## config.mk

```make
export PLATFORM = sky130hd
export DESIGN_NAME = conv_out_writer
export DESIGN_NICKNAME = d
export VERILOG_FILES = /design/src/rtl/conv_pkg.sv /design/src/rtl/conv_requant.sv /design/src/rtl/conv_out_writer.sv
export SDC_FILE = /design/constraint.sdc
export NUM_CORES = 1
export LEC_CHECK = 0
export ABC_AREA = 1
export CELL_PAD_IN_SITES_DETAIL_PLACEMENT = 0
export CELL_PAD_IN_SITES_GLOBAL_PLACEMENT = 1
export CORE_MARGIN = 1
export CORE_UTILIZATION = 36
export DETAILED_ROUTE_END_ITERATION = 10
export PLACE_DENSITY_LB_ADDON = 0.1
export SYNTH_ARGS = -nofsm -noshare
export SYNTH_HDL_FRONTEND = slang
export SYNTH_SLANG_ARGS = --single-unit
```

## constraint.sdc

```tcl
create_clock -name clk -period 3.9 [get_ports clk]
set_input_delay 0.78 -clock clk [delete_from_list [all_inputs] [get_ports clk]]
set_output_delay 0.78 -clock clk [all_outputs]
set_load 0.01 [all_outputs]
```

## src/rtl/conv_pkg.sv

```systemverilog
// Shared types and helpers for the convolution output path.
package conv_pkg;

  localparam int unsigned CONV_ACC_W  = 32;
  localparam int unsigned CONV_DATA_W = 16;

  localparam logic signed [CONV_ACC_W-1:0] SAT_MAX =
    {{(CONV_ACC_W-CONV_DATA_W+1){1'b0}}, {(CONV_DATA_W-1){1'b1}}};
  localparam logic signed [CONV_ACC_W-1:0] SAT_MIN =
    {{(CONV_ACC_W-CONV_DATA_W+1){1'b1}}, {(CONV_DATA_W-1){1'b0}}};

  typedef enum logic [1:0] {
    ST_IDLE,
    ST_RUN,
    ST_DONE
  } state_t;

  // Clamp a signed accumulator value into the signed pixel range.
  function automatic logic signed [CONV_DATA_W-1:0] sat_narrow(
    input logic signed [CONV_ACC_W-1:0] x
  );
    logic signed [CONV_ACC_W-1:0] c;
    if (x > SAT_MAX) begin
      c = SAT_MAX;
    end else if (x < SAT_MIN) begin
      c = SAT_MIN;
    end else begin
      c = x;
    end
    return c[CONV_DATA_W-1:0];
  endfunction

endpackage

```

## src/rtl/conv_requant.sv

```systemverilog
// Combinational requantisation: arithmetic shift, optional ReLU, signed saturation.
module conv_requant
  import conv_pkg::*;
#(
  parameter int unsigned ACC_W  = CONV_ACC_W,
  parameter int unsigned DATA_W = CONV_DATA_W,
  parameter int unsigned SHIFT  = 8
) (
  input  logic                     relu_en,
  input  logic signed [ACC_W-1:0]  acc,
  output logic signed [DATA_W-1:0] pix
);

  logic signed [ACC_W-1:0] shifted;
  logic signed [ACC_W-1:0] clipped;

  always_comb begin
    shifted = acc >>> SHIFT;
    clipped = shifted;
    if (relu_en && shifted[ACC_W-1]) begin
      clipped = '0;
    end
  end

  // Default widths reuse the shared helper; other widths saturate locally.
  if (ACC_W == CONV_ACC_W && DATA_W == CONV_DATA_W) begin : g_pkg_sat
    assign pix = sat_narrow(clipped);
  end else begin : g_local_sat
    localparam logic signed [ACC_W-1:0] MAXV =
      {{(ACC_W-DATA_W+1){1'b0}}, {(DATA_W-1){1'b1}}};
    localparam logic signed [ACC_W-1:0] MINV =
      {{(ACC_W-DATA_W+1){1'b1}}, {(DATA_W-1){1'b0}}};
    logic signed [ACC_W-1:0] sat;
    always_comb begin
      sat = clipped;
      if (clipped > MAXV) begin
        sat = MAXV;
      end else if (clipped < MINV) begin
        sat = MINV;
      end
    end
    assign pix = sat[DATA_W-1:0];
  end

endmodule

```

## src/rtl/conv_out_writer.sv

```systemverilog
// Drains PE-array results, requantises them and writes the output tile in raster order.
module conv_out_writer
  import conv_pkg::*;
#(
  parameter int unsigned ACC_W  = CONV_ACC_W,
  parameter int unsigned DATA_W = CONV_DATA_W,
  parameter int unsigned OUT_H  = 8,
  parameter int unsigned OUT_W  = 8,
  parameter int unsigned SHIFT  = 8,
  parameter int unsigned ADDR_W = 6
) (
  input  logic                     clk,
  input  logic                     rst,
  input  logic                     start,
  input  logic                     relu_en,
  input  logic                     in_valid,
  input  logic signed [ACC_W-1:0]  in_data,
  output logic                     in_ready,
  output logic                     mem_we,
  output logic [ADDR_W-1:0]        mem_addr,
  output logic signed [DATA_W-1:0] mem_wdata,
  output logic                     busy,
  output logic                     done
);

  localparam int unsigned TOTAL = OUT_H * OUT_W;
  localparam int unsigned ROW_W = (OUT_H > 1) ? $clog2(OUT_H) : 1;
  localparam int unsigned COL_W = (OUT_W > 1) ? $clog2(OUT_W) : 1;
  localparam int unsigned CNT_W = $clog2(TOTAL + 1);
  localparam logic [ADDR_W-1:0] LAST_ADDR = ADDR_W'(TOTAL - 1);

  state_t                     state, state_nxt;
  logic [ROW_W-1:0]           row;
  logic [COL_W-1:0]           col;
  logic [CNT_W-1:0]           accept_cnt;
  logic                       relu_q;
  logic                       transfer;
  logic [ADDR_W-1:0]          addr_cur;
  logic signed [DATA_W-1:0]   pix;

  conv_requant #(
    .ACC_W  (ACC_W),
    .DATA_W (DATA_W),
    .SHIFT  (SHIFT)
  ) u_requant (
    .relu_en (relu_q),
    .acc     (in_data),
    .pix     (pix)
  );

  always_ff @(posedge clk or negedge rst) begin
    if (!rst) begin
      state <= ST_IDLE;
    end else begin
      state <= state_nxt;
    end
  end

  // Leave RUN once the final write is on the bus, so done follows that write.
  always_comb begin
    state_nxt = state;
    in_ready  = 1'b0;
    busy      = 1'b0;
    done      = 1'b0;
    case (state)
      ST_IDLE: begin
        if (start) begin
          state_nxt = ST_RUN;
        end
      end
      ST_RUN: begin
        busy     = 1'b1;
        in_ready = (accept_cnt < CNT_W'(TOTAL));
        if (mem_we && mem_addr == LAST_ADDR) begin
          state_nxt = ST_DONE;
        end
      end
      ST_DONE: begin
        busy      = 1'b1;
        done      = 1'b1;
        state_nxt = ST_IDLE;
      end
      default: state_nxt = ST_IDLE;
    endcase
  end

  assign transfer = in_valid && in_ready;
  assign addr_cur = ADDR_W'(32'(row) * OUT_W + 32'(col));

  always_ff @(posedge clk or negedge rst) begin
    if (!rst) begin
      row        <= '0;
      col        <= '0;
      accept_cnt <= '0;
      relu_q     <= 1'b0;
      mem_we     <= 1'b0;
      mem_addr   <= '0;
      mem_wdata  <= '0;
    end else begin
      mem_we <= transfer;
      if (state == ST_IDLE && start) begin
        row        <= '0;
        col        <= '0;
        accept_cnt <= '0;
        relu_q     <= relu_en;
      end
      if (transfer) begin
        mem_addr   <= addr_cur;
        mem_wdata  <= pix;
        accept_cnt <= accept_cnt + 1'b1;
        if (col == COL_W'(OUT_W - 1)) begin
          col <= '0;
          row <= (row == ROW_W'(OUT_H - 1)) ? '0 : row + 1'b1;
        end else begin
          col <= col + 1'b1;
        end
      end
    end
  end

endmodule

```

**After elaboration in Yosys (flattened, before gate mapping)**

Cells that the tools add are included.

- Bits in registers: 39
- Output and inout bits: 26
- Logic and storage cells: 48

- Add/sub/neg operators: 4
- Order comparisons: 3
- Equal/unequal tests: 7
- Multiplexer cells: 18
- Reduce and logical (&&, ||, !) cells: 8

Operators with widths:

| operator | number |
|---|---|
| $gt 32x16->1 const B | 1 |
| $lt 32x16->1 const B | 1 |
| $mux 16 | 2 |
| $mux 32 | 1 |
| $mux 3 | 7 |
| $mux 7 | 2 |
| $add 7x1->7 const B | 1 |
| $lt 7x7->1 const B | 1 |
| $add 3x1->3 const B | 2 |
| $add 6x3->6 | 1 |
| $eq 3x3->1 const B | 2 |
| $eq 6x6->1 const B | 1 |
| $logic_and 1x1->1 | 4 |
| $mux 2 | 2 |
| $ne 2x2->1 const B | 2 |
| $pmux 2 s2 | 1 |
| $mux 1 | 3 |
| $eq 2x1->1 const B | 1 |
| $eq 2x2->1 const B | 1 |
| $logic_not 2->1 | 1 |
| $reduce_and 2->1 | 1 |
| $reduce_bool 2->1 | 1 |
| $reduce_or 2->1 | 1 |

**Longest topological paths before layout**

- Depth after elaboration: 5
- Mapped depth: 10
- Mapped depth without buffers: 9

**Hierarchy**

Synthesis repeated with hierarchy kept, for this count alone.

- Cells, all modules: 280
- Area total of the unflattened synthesis: 2100.8 µm²

Modules (own cells, without submodules):

| module | instances | cells each | area an instance (µm²) | seq. area each (µm²) |
|---|---|---|---|---|
| conv_out_writer | 1 | 197 | 1742.9 | 975.9 |
| conv_requant | 1 | 83 | 357.8 | 0.0 |

**Least setup slack after synthesis**

Ideal clock, no wire load.

- Path kind: register -> output
- From: register state[1]
- To: output in_ready
- Arrival time: 817 ps
- Slack: 2303 ps
- Stages on the path, launching flop included: 5
- Buffers on the path: 0
- Cell sequence: dfrtp_1 > inv_1 > ha_1 > inv_1 > nor2_4

- Cells in the longest elaborated chain, start to end: 2

RTL lines:

| item | line | RTL |
|---|---|---|
| start: declaration | conv_out_writer.sv:32 | `state_t state, state_nxt;` |
| start signal: assignment | conv_out_writer.sv:55 | `state <= state_nxt;` |
| $eq 2x1->1 | conv_out_writer.sv:65 | `case (state)` |
| $mux 1 | conv_out_writer.sv:65 |  |
| end: declaration | conv_out_writer.sv:18 | `output logic in_ready,` |

Every way passes these cells.

**Worst setup path after layout**

Same ends and word-level chain as after synthesis.

==> impl_metrics.ini <==
[synth]
yosysTopAreaCellShare_pct = 46.9
yosys_warnings = 0
synth_nets = 301
ys_ff_latch = 39
ys_seq_area_share_pct = 46.9
synth.largest_area_cell = dfrtp_1
netlist_area_mm2 = 0.00208
synthTopCellsByArea = dfrtp_1 (47%), nand2_1 (10%), inv_1 (8.5%)
syn_area_per_cell_um2 = 8.20
syn_inst = 254
ys_types = 26

[drt]
first_iter_violations = 78
wl_um = 4070
vias_per_cell = 4.38
route.antenna.remaining_nets = 0
via_count = 1673
drc_errors = 0
dr.pass1.iters = 4
routedWlPerCell_um = 10.7

[floorplan]
start_util_pct = 37.6
fp-row-count = 27
ios = 63
die_w_um = 78.1
die_area_mm2 = 0.00609
die_h_um = 78.1
core_area_mm2 = 0.00554

[worst_setup_path]
worstPathRequired_ns = 3.12
slowest_delay_ns = 0.54
endpoint_kind = output pin
cp.arrival_ns = 1.71
crit_chain = inv_1, ha_1, inv_1, nor2_4, clkdlybuf4s50_1
cp_common_cell = inv_1
startpoint_type = register
crit_slowest_cell = clkdlybuf4s50_1
path_class = register to output pin
path_max_fanout = 4

[placed_design]
dp.cells = 374
io_buffers = 54
place.gp.congestion = 0.728
placed_area_mm2 = 0.00266
dp_hpwl_um = 2860

[clocking]
clock_path_buffers = 2
cts_root_buffer = clkbuf_8
h-tree-depth = 2
postCtsSetupBuffers = 0
clkTransAtPathRegs_ns = 0.07
cts_buffers = 5
post_cts_resize_count = 0
cts_tree = yes
insertion_delay_ns = 0.29
numClockSinks = 39
hold_buffers = 0

[pwr]
p_leak_nw = 1.38
p_per_area_mw_per_mm2 = 592
vdd_drop_max_mv = 0.203

[grt]
grt_pass1_wl_um = 7230
grt_use_met3_pct = 3.72
grt_max_degree = 40
gr-total-overflow = 0
met2_usage_pct = 24.7
first_global_vias = 1615
grt_util_met1_pct = 19.6
grt.total_usage_pct = 15.1
antenna_found_initial = 0
busiest_layer = met2

[timing]
fin_setup_tns_ns = 0
slew-limit-headroom_pct = 41.7
rsz0062_at_grt = false
max_clock_freq_mhz = 402
slew_viol_final = 0
tightest_slew_ns = 0.874
final.min_clock_period_ns = 2.49
finalHoldViolations = 0
fin_skew_ns = 0.00422
layout_worst_path_cycle_share_pct = 63.8
finalSetupViolations = 0

[worst_hold_path]
hp-class = register to register

[layout]
nNetsFinal = 356
stdcell_count = 382
diodes = 0
syn_to_final_growth_pct = 32.6
drive_above_1_share_pct = 10.0
nFillCells = 553
stdcell_area_mm2 = 0.00276

[status]
status = complete, no violations

[flow_run]
max-cap-violations = 0
-- report_power, final --
group | internal [W] | total, W | switching, W
Sequential | 0.000531 | 0.000612 | 0.0000806
Combinational | 0.000366 | 0.000725 | 0.000359
Clock | 0.000161 | 0.000296 | 0.000135
-- area by class of cell --
type                       instances  area, µm²  area share (%)
multi-input combinational        161        877            31.8
tap                               72       90.1            3.26
timing repair buffer              54        536            19.4
clock buffer                       8        100            3.62
inverter                          48        183            6.62
sequential                        39        976            35.3
-- routing by layer --
metal	wire, µm	up-vias
li1	-	881
met1	1990	754
met2	1860	33
met3	159	5
met4	61	0
met5	0	-
-- cell usage in the layout (no fill, tap or decap) --
master,synthesis,layout
o21ai_1,1,1
inv_4,1,1
nand3_1,11,11
a22o_1,1,1
dfrtp_1,39,39
clkbuf_1,1,1
or2_2,7,7
clkdlybuf4s50_1,0,53
nand2_2,2,2
nand2_4,1,1
o21ai_0,11,11
nor2_4,3,3
nand2_1,56,56
inv_1,47,47
a21oi_1,6,6
o31ai_1,3,3
o21a_1,1,1
or2_1,8,8
buf_2,1,1
o22ai_1,1,1
clkbuf_8,0,7
ha_1,10,10
a21oi_2,9,9
o211ai_1,1,1
nand4_1,2,2
nor2_1,27,27
-- sequential cells by signal, indices dropped and copies added, names as in the netlist --
signal      count
mem_we          1
row             3
accept_cnt      7
mem_wdata      16
state           2
relu_q          1
col             3
mem_addr        6
-- synth_stat cells (all sizes together) --
library cell	instances
inv	48
or2	15
o31ai	3
a22o	1
o22ai	1
buf	5
o21ai	12
nor2	30
nand2	59
ha	10
clkbuf	1
dfrtp	39
o21a	1
o211ai	1
nand4	2
nand3	11
a21oi	15
-- cell families after synthesis --
logic type | Yosys count | share of synthesized area, %
buf+inv | 54 | 11.0
compound gates | 34 | 10.6
flops | 39 | 46.9
fa+ha+maj | 10 | 6.01
simple gates | 117 | 25.5
-- per-stage QoR --
stage / worst slack [ns] / utilization (%) / hold WS, ns / total power (W)
2_1_floorplan: 2.30 / - / 0.467 / 0.00104
5_1_grt: 1.32 / 49.8 / 0.537 / 0.00177
3_5_place_dp: 1.63 / 48.0 / 0.472 / 0.00136
6_report: 1.41 / 49.8 / 0.484 / 0.00163
3_3_place_gp: 1.64 / 48.0 / 0.463 / 0.00135
4_1_cts: 1.39 / 49.8 / 0.492 / 0.00166
-- worst paths after layout --
| check | start | endpoint | slack [ns] | cells past startpoint |
|---|---|---|---|---|
| max | state[1] | in_ready | 1.41 | 5 |
| min | mem_wdata[15] | mem_wdata[15] | 0.48 | 2 |
| max reg2reg | state[1] | mem_wdata[0] | 2.11 | 7 |
| min reg2reg | mem_wdata[15] | mem_wdata[15] | 0.48 | 2 |
| max in group asynchronous | rst | accept_cnt[0] | 2.75 | 1 |
| min in group asynchronous | rst | state[1] | 0.61 | 1 |
-- critical path: cells and delay by family (launching register included) --
kind / cells / cell delay (ns)
buf+inv: 3 / 0.73
flops: 1 / 0.41
simple gates: 1 / 0.11
fa+ha+maj: 1 / 0.18
Power figures use the tool's default switching activity.
